==> src/rtl/mem_port_arbiter.sv <==
// Shares one synchronous SRAM port between instruction fetch and EX-stage data
// requests. Each access holds mem_cs for a fixed wait window, then pulses the owner's done.
//
// state  | meaning
// IDLE   | bus free, arbitrate between fetch and data requests
// ACCESS | mem_cs held, wait counter running down to terminal count
// RESP   | owner's done pulse high, requests ignored
module mem_port_arbiter #(
   parameter int ADDR_W      = 20,
   parameter int DATA_W      = 32,
   parameter int WAIT_CYCLES = 2
) (
   input  logic              clk,
   input  logic              rst,
   input  logic              if_req,
   input  logic [ADDR_W-1:0] if_addr,
   output logic              if_done,
   output logic [DATA_W-1:0] if_rdata,
   input  logic              ex_ena,
   input  logic              ex_rw,
   input  logic [ADDR_W-1:0] ex_addr,
   input  logic [DATA_W-1:0] ex_wdata,
   output logic              ex_done,
   output logic [DATA_W-1:0] ex_rdata,
   output logic              stall_out,
   output logic              mem_cs,
   output logic              mem_we,
   output logic [ADDR_W-1:0] mem_addr,
   output logic [DATA_W-1:0] mem_wdata,
   input  logic [DATA_W-1:0] mem_rdata
);

   localparam int W_EFF = (WAIT_CYCLES < 1) ? 1 : ((WAIT_CYCLES > 15) ? 15 : WAIT_CYCLES);
   localparam logic [3:0] CNT_LOAD = 4'(W_EFF - 1);
   localparam logic OWN_IF = 1'b0;
   localparam logic OWN_EX = 1'b1;

   typedef enum logic [1:0] {S_IDLE, S_ACCESS, S_RESP} state_t;

   state_t            state_q, state_d;
   logic [3:0]        cnt_q, cnt_d;
   logic              owner_q, owner_d;
   logic              last_grant_q, last_grant_d;
   logic              mem_cs_q, mem_cs_d;
   logic              mem_we_q, mem_we_d;
   logic [ADDR_W-1:0] mem_addr_q, mem_addr_d;
   logic [DATA_W-1:0] mem_wdata_q, mem_wdata_d;
   logic              if_done_q, if_done_d;
   logic              ex_done_q, ex_done_d;
   logic [DATA_W-1:0] if_rdata_q, if_rdata_d;
   logic [DATA_W-1:0] ex_rdata_q, ex_rdata_d;
   logic              grant_ex;

   always_ff @(posedge clk or posedge rst) begin
      if (rst) begin
         state_q      <= S_IDLE;
         cnt_q        <= '0;
         owner_q      <= OWN_IF;
         last_grant_q <= OWN_IF;
         mem_cs_q     <= 1'b0;
         mem_we_q     <= 1'b0;
         mem_addr_q   <= '0;
         mem_wdata_q  <= '0;
         if_done_q    <= 1'b0;
         ex_done_q    <= 1'b0;
         if_rdata_q   <= '0;
         ex_rdata_q   <= '0;
      end else begin
         state_q      <= state_d;
         cnt_q        <= cnt_d;
         owner_q      <= owner_d;
         last_grant_q <= last_grant_d;
         mem_cs_q     <= mem_cs_d;
         mem_we_q     <= mem_we_d;
         mem_addr_q   <= mem_addr_d;
         mem_wdata_q  <= mem_wdata_d;
         if_done_q    <= if_done_d;
         ex_done_q    <= ex_done_d;
         if_rdata_q   <= if_rdata_d;
         ex_rdata_q   <= ex_rdata_d;
      end
   end

   // On a tie the requester that did not win last time takes the bus.
   assign grant_ex = ex_ena & (~if_req | (last_grant_q == OWN_IF));

   always_comb begin
      state_d      = state_q;
      cnt_d        = cnt_q;
      owner_d      = owner_q;
      last_grant_d = last_grant_q;
      mem_cs_d     = mem_cs_q;
      mem_we_d     = mem_we_q;
      mem_addr_d   = mem_addr_q;
      mem_wdata_d  = mem_wdata_q;
      if_done_d    = 1'b0;
      ex_done_d    = 1'b0;
      if_rdata_d   = if_rdata_q;
      ex_rdata_d   = ex_rdata_q;

      case (state_q)
         S_IDLE: begin
            if (if_req | ex_ena) begin
               owner_d      = grant_ex;
               last_grant_d = grant_ex;
               mem_addr_d   = grant_ex ? ex_addr : if_addr;
               mem_we_d     = grant_ex & ex_rw;
               mem_wdata_d  = grant_ex ? ex_wdata : '0;
               mem_cs_d     = 1'b1;
               cnt_d        = CNT_LOAD;
               state_d      = S_ACCESS;
            end
         end
         S_ACCESS: begin
            if (cnt_q == 4'd0) begin
               if (owner_q == OWN_EX) begin
                  ex_done_d = 1'b1;
                  if (!mem_we_q) ex_rdata_d = mem_rdata;
               end else begin
                  if_done_d  = 1'b1;
                  if_rdata_d = mem_rdata;
               end
               mem_cs_d   = 1'b0;
               mem_we_d   = 1'b0;
               mem_addr_d = '0;
               state_d    = S_RESP;
            end else begin
               cnt_d = cnt_q - 4'd1;
            end
         end
         S_RESP:  state_d = S_IDLE;
         default: state_d = S_IDLE;
      endcase
   end

   assign if_done   = if_done_q;
   assign ex_done   = ex_done_q;
   assign if_rdata  = if_rdata_q;
   assign ex_rdata  = ex_rdata_q;
   assign mem_cs    = mem_cs_q;
   assign mem_we    = mem_we_q;
   assign mem_addr  = mem_addr_q;
   assign mem_wdata = mem_wdata_q;
   assign stall_out = (ex_ena & ~ex_done_q) | (if_req & ~if_done_q);

endmodule
==> config.mk <==
export PLATFORM = sky130hd
export DESIGN_NAME = mem_port_arbiter
export DESIGN_NICKNAME = d
export VERILOG_FILES = /design/src/rtl/mem_port_arbiter.sv
export SDC_FILE = /design/constraint.sdc
export NUM_CORES = 1
export LEC_CHECK = 0
export ABC_AREA = 0
export BUFFER_PORTS_ARGS = -buffer_cell sky130_fd_sc_hd__buf_4
export CORE_MARGIN = 5
export CORE_UTILIZATION = 47
export DETAILED_ROUTE_END_ITERATION = 8
export GPL_TIMING_DRIVEN = 0
export PLACE_DENSITY = 0.77
export SKIP_LAST_GASP = 1
export SLEW_MARGIN = 20
export SYNTH_ARGS = -nofsm -noshare
export SYNTH_HDL_FRONTEND = slang
export SYNTH_SLANG_ARGS = --single-unit
==> constraint.sdc <==
create_clock -name clk -period 4.3 [get_ports clk]
set_input_delay 0.645 -clock clk [delete_from_list [all_inputs] [get_ports clk]]
set_output_delay 0.645 -clock clk [all_outputs]
set_load 0.05 [all_outputs]
==> results of run 1 <==
[registers in the layout, indices dropped and copies added, names as in the netlist]
| signal | count |
|---|---|
| mem_addr | 20 |
| mem_cs | 1 |
| state_q | 2 |
| mem_wdata | 32 |
| ex_done | 1 |
| if_done | 1 |
| if_rdata | 32 |
| cnt_q | 4 |
| ex_rdata | 32 |
| mem_we | 1 |
| last_grant_q | 1 |
[cells by family after synthesis]
group	share of synthesized area, %
and+or+nand+nor	2.26
DFF	61.8
AOI/OAI and AO/OA	11.4
muxes	20.3
buffers and inverters	3.51
xor gates and xnor gates	0.170
adders and majority gates	0.487
[layer usage]
layer | vias up | GRT usage [%]
li1 | 1773 | -
met1 | 1879 | 26.6
met2 | 189 | 35.4
met3 | 22 | 8.19
met4 | 0 | 8.16
met5 | - | 0
[cells in the mapped netlist, drive strengths merged]
cell type / instances
mux2i: 20
or3b: 1
and2: 1
o211ai: 1
dfrtp: 127
clkbuf: 16
or4b: 1
mux2: 65
a21o: 1
ha: 2
nor2b: 2
xnor2: 1
a21boi: 1
nand2b: 1
a31o: 1
nor2: 2
or2: 2
o221ai: 1
nor3b: 1
o21ai: 24
nand3b: 1
a22o: 32
or2b: 1
nor3: 3
inv: 5
buf: 11
o2bb2ai: 1
o22ai: 22
nand2: 1
[worst paths after layout]
path | startpoint | end | slack, ns | depth (start not counted)
setup / recovery | cnt_q[0] | if_rdata[3] | 1.90 | 6
max in group asynchronous | rst | mem_wdata[29] | 3.40 | 3
hold / removal | rst | if_rdata[24] | 0.18 | 2
hold reg to reg | if_rdata[31] | if_rdata[31] | 0.50 | 1
setup reg to reg | cnt_q[0] | if_rdata[3] | 1.90 | 6
min in group clk | ex_wdata[15] | mem_wdata[15] | 0.34 | 2
[placed cells by master (no fill, tap or decap), types with 16 or more instances in the layout]
master	n
clkbuf_16	16
o22ai_1	22
o21ai_0	24
clkbuf_1	18
a22o_1	32
mux2_4	30
dfrtp_1	127
buf_4	229
mux2_2	35
mux2i_1	20
[final cells by class]
cell class | count | area (µm²) | share of cell area [%]
clock inverters | 5 | 128 | 1.66
plain buffers | 27 | 161 | 2.10
well taps | 140 | 175 | 2.28
multi-input cells | 189 | 1780 | 23.2
repair buffers | 230 | 1750 | 22.7
inverters | 5 | 23.8 | 0.309
clock buffers | 24 | 490 | 6.38
flip-flops and latches | 127 | 3180 | 41.4
[per-stage QoR]
step	hold slack [ns]	utilization, %
after CTS	0.199	71.2
final	0.182	71.2
after floorplan	0.519	-
after detailed placement	0.493	65.5
after global routing	0.222	71.2
after global placement	0.491	65.2
==> results.ini, run 1 <==
[sta]
period_minus_slack_ns = 2.40
tightest_slew_ns = 0.744
layout_setup_ws_ns = 1.90
period_share_pct = 55.9
fin_skew_ns = 0.00792
setup-violations-final = 0
relSlewSlack_pct = 50.4
clock.fmax_ghz = 0.416
rsz0062_at_grt = no
final-hold-violation-count = 0
final_max_slew_viol_count = 0
fin_tns_setup_ns = 0

[setup_path]
worstPathBufferInverterCount = 2
critPathKind = flop to flop
path_cells = inv_1 -> ha_1 -> or3b_4 -> nor3_2 -> buf_2 -> mux2_2
worst_setup_path_end_kind = flop
cpPeakStageDelay_ns = 0.44
slowest_stage = nor3_2
cp_top_family = simple AND/OR/NAND/NOR gates
start_kind = flop
critical_path.max_fanout = 10
required_ns = 4.69
cp_data_arrival_time_ns = 2.79

[drt]
drc_errors = 0
met3_length_um = 1510
first_pass_iters = 4
wl_met2_um = 6740
wl_per_cell_um = 18.7
via_count = 3863
first_iter_violations = 181
vias_per_cell = 5.17
topRoutingLayerUsed = met4
totalWireLength_um = 14000
route.layer.met1.wl_um = 5530
antenna_left = 0

[finish]
final_area_um2 = 7680
area_delta_synth_final_pct = 49.5
stdcell_count = 747
n_antenna_cell = 0
drive_above_1_share_pct = 55.4
fillCellCount = 782
final_nets = 708

[placement]
place_area_um2 = 7070
place_congestion = 0.822
dp_cells = 718
dp_slack_ns = 1.80
portBuffers = 229
place_hpwl_um = 10300

[logic_synthesis]
synth_top_area_share_pct = 61.8
yosys.area.top_type = dfrtp_1
synth_cell_types = 34
synthesis.area_um2 = 5140
synthTopCellsByArea = dfrtp_1 (62%), mux2_4 (8.8%), mux2_2 (7.7%)
synth.avg_cell_area_um2 = 14.8
syn_nets = 459
yosys_warnings = 0
synth-seq-cells = 127
synth_cells = 348
yosysSeqAreaShare_pct = 61.8

[floorplan]
top_level_ports = 230
dieArea_um2 = 13100
die_x_um = 115
fp.dieH_um = 115
rows = 38
start_util_pct = 47.6
core_um2 = 10800

[clocking]
cts_tree = done
cts_root_buf = clkbuf_8
path_clk_slew_ns = 0.06
cts_made_buffers = 17
cts_max_path_buffers = 2
ctsHoldBuffers = 0
cts_sinks = 127
h-tree-depth = 4
insertion_delay_ns = 0.52
postCtsSetupRepairBufs = 0
ctsResizeCount = 0

[global_routing]
overflow = 0
grt_usage_pct = 21.8
grt_max_degree = 68
grt_pass1_wl_um = 22100
grt_pass1_vias = 4252
antenna_found_initial = 0

[flow_run]
maxCapViolCount = 0

[outcome]
status = completed

[min_path]
worstHoldPathType = primary input to asynchronous set/reset pin

Power of run 1 is left out: the tool's default activity adds up to more than one toggle a clock period on the data nets, which glitch-free logic cannot reach.
==> run 2: changes to the inputs <==
--- a/config.mk
+++ b/config.mk
@@ -8,10 +8,10 @@
 export ABC_AREA = 0
 export BUFFER_PORTS_ARGS = -buffer_cell sky130_fd_sc_hd__buf_4
 export CORE_MARGIN = 5
-export CORE_UTILIZATION = 47
+export CORE_UTILIZATION = 42
 export DETAILED_ROUTE_END_ITERATION = 8
 export GPL_TIMING_DRIVEN = 0
-export PLACE_DENSITY = 0.77
+export PLACE_DENSITY = 0.72
 export SKIP_LAST_GASP = 1
 export SLEW_MARGIN = 20
 export SYNTH_ARGS = -nofsm -noshare
==> constraint.sdc (replaced) <==
create_clock -name clk -period 2 [get_ports clk]
set_input_delay 0.3 -clock clk [delete_from_list [all_inputs] [get_ports clk]]
set_output_delay 0.3 -clock clk [all_outputs]
set_load 0.05 [all_outputs]
==> run 2 against run 1 <==
Compared with the run above: the run now ends with negative setup slack left; count of clock-buffer cells in the layout unchanged; first-iteration DRC count up 45%; global-route usage down 2.0 points; utilization down 4.9 points; cell count up 3.3%; flip-flop and latch count unchanged; routed wire length up 4.3%; register-to-register slack worse by 2.1 ns; fmax up 8.3%; highest routed layer unchanged.
==> results.ini, run 2 (same netlist as run 1, synthesis figures left out) <==
[clocking]
cts_root_buf = clkbuf_16
h-tree-depth = 4  ; unchanged
insertion_delay_ns = 0.41  ; -0.11 ns
cts_max_path_buffers = 2  ; unchanged
cts_tree = done
cts_made_buffers = 17  ; unchanged
path_clk_slew_ns = 0.05  ; about the same
cts_sinks = 127  ; unchanged

[placement]
place_hpwl_um = 10800  ; +4.6%
place_congestion = 0.837  ; +1.9%
portBuffers = 229  ; unchanged

[setup_path]
required_ns = 2.28  ; -2.41 ns
cp_data_arrival_time_ns = 2.50  ; -0.29 ns
worst_setup_path_end_kind = flop
cpPeakStageDelay_ns = 0.60  ; +0.16 ns
slowest_stage = or4b_4
path_cells = inv_2 -> ha_4 -> or3b_4 -> or4b_4 -> buf_12 -> mux2_4
start_kind = flop
critPathKind = flop to flop
r2r.worst_path.cells = 6  ; unchanged
critical_path.max_fanout = 10  ; unchanged

[min_path]
worstHoldPathType = primary input to asynchronous set/reset pin

[drt]
totalWireLength_um = 14600  ; +4.3%
vias_per_cell = 5.13  ; -0.83%
wl_met2_um = 7030  ; +4.3%
first_pass_iters = 6  ; +2
wl_per_cell_um = 18.9  ; +0.89%
via_count = 3959  ; +2.5%
drc_errors = 0  ; unchanged
antenna_left = 0  ; unchanged
met3_length_um = 1470  ; -2.4%
route.layer.met1.wl_um = 5760  ; +4.3%
first_iter_violations = 263  ; +45%
topRoutingLayerUsed = met4

[sta]
tightest_slew_ns = 0.694  ; -0.0500 ns
final_max_slew_viol_count = 0  ; unchanged
fin_skew_ns = 0.00813  ; +0.000214 ns
clock.fmax_ghz = 0.451  ; +8.3%
setup-violations-final = 64  ; +64
final-hold-violation-count = 0  ; unchanged
period_share_pct = 111  ; +55 points
rsz0062_at_grt = yes
period_minus_slack_ns = 2.22  ; -0.185 ns
layout_setup_ws_ns = -0.218  ; -2.12 ns
relSlewSlack_pct = 53.6  ; +3.2 points

[finish]
layout_commonest_cell = buf_4
register_area_um2 = 3180  ; unchanged
area_delta_synth_final_pct = 55.0
multi_input_area_um2 = 1840  ; +3.1%
drive_above_1_share_pct = 58.7  ; +3.4 points
final_nets = 724  ; +2.3%
final_cell_mix = buf_4 (238), dfrtp_1 (127), mux2_4 (39), a22o_1 (32), mux2_2 (26)
fillCellCount = 876  ; +12%
fin_util_pct = 66.3  ; -4.9 points
n_antenna_cell = 0  ; unchanged

[global_routing]
antenna_found_initial = 0  ; unchanged
grt_max_degree = 36  ; -47%
overflow = 0  ; unchanged
grt_usage_pct = 19.8  ; -2.0 points
grt_pass1_vias = 4246  ; -0.14%
grt_pass1_wl_um = 22400  ; +1.3%

[flow_run]
maxCapViolCount = 0  ; unchanged

[floorplan]
rows = 40  ; +5.3%
fp.dieH_um = 121  ; +5.3%
top_level_ports = 230  ; unchanged
start_util_pct = 42.8  ; -4.8 points
core_um2 = 12000  ; +11%
die_x_um = 121  ; +5.3%
dieArea_um2 = 14600  ; +11%

[outcome]
violations = negative setup slack
status = complete, but fails checks

==> run 2: cell types whose count changed in the layout (fill, tap and decap cells not counted), sizes merged <==
cell,before,now
buf,241,254
inv,5,4
clkinv,0,4
clkbuf,40,43
bufinv,4,3
==> run 2: final timing paths <==
path                              start             to  slack, ns
max                            cnt_q[1]   ex_rdata[29]      -0.22
min                                 rst  mem_wdata[24]      0.006
max reg2reg                    cnt_q[1]   ex_rdata[29]      -0.22
min reg2reg                mem_wdata[3]   mem_wdata[3]       0.50
max in group asynchronous           rst   mem_addr[11]       1.39
min in group clk                  ex_rw         mem_we       0.11
==> run 2: critical path: cells and delay by family, from the launching register on <==
kind / cells / cell delay [ns]
adders and majority gates: 1 / 0.13
buffers and inverters: 2 / 0.29
DFF: 1 / 0.40
muxes: 1 / 0.30
and+or+nand+nor: 2 / 0.98
==> run 2: layer usage <==
metal,vias to the layer above,track usage [%]
met4,0,8.50
met3,26,8.28
met1,1923,23.2
met2,195,32.1
met5,-,0
li1,1815,-
==> run 2: layout make-up <==
cell class	count	area share, %
plain buffers	25	2.45
inverters	5	0.283
repair buffers	248	24.7
clock inverters	7	1.38
clock buffers	24	5.92
multi-input cells	189	23.1
well taps	147	2.31
flip-flops and latches	127	39.9
==> run 2: through the flow <==
step	setup WS (ns)	instances	hold WS [ns]	TNS (ns)	instance area, µm²
after floorplan	-0.181	348	0.424	-5.80	5150
after global placement	-0.638	724	0.490	-101.56	7050
after detailed placement	-0.487	727	0.446	-25.95	7110
after CTS	-0.202	766	0.0135	-6.02	7830
after global routing	-0.266	772	0.0464	-11.27	7970
final	-0.218	772	0.00550	-7.80	7970
==> run 2: timing repair <==
| action | 4_1_cts | 5_1_grt |
|---|---|---|
| gates cloned | 1 | 3 |
| hold buffers | 0 | 0 |
| pin swaps | 1 | 1 |
| resized for setup | 24 | 19 |
| buffers inserted | 9 | 3 |
| endpoints found under the setup margin | 114 | 110 |
Power of run 2 is left out for the same reason.
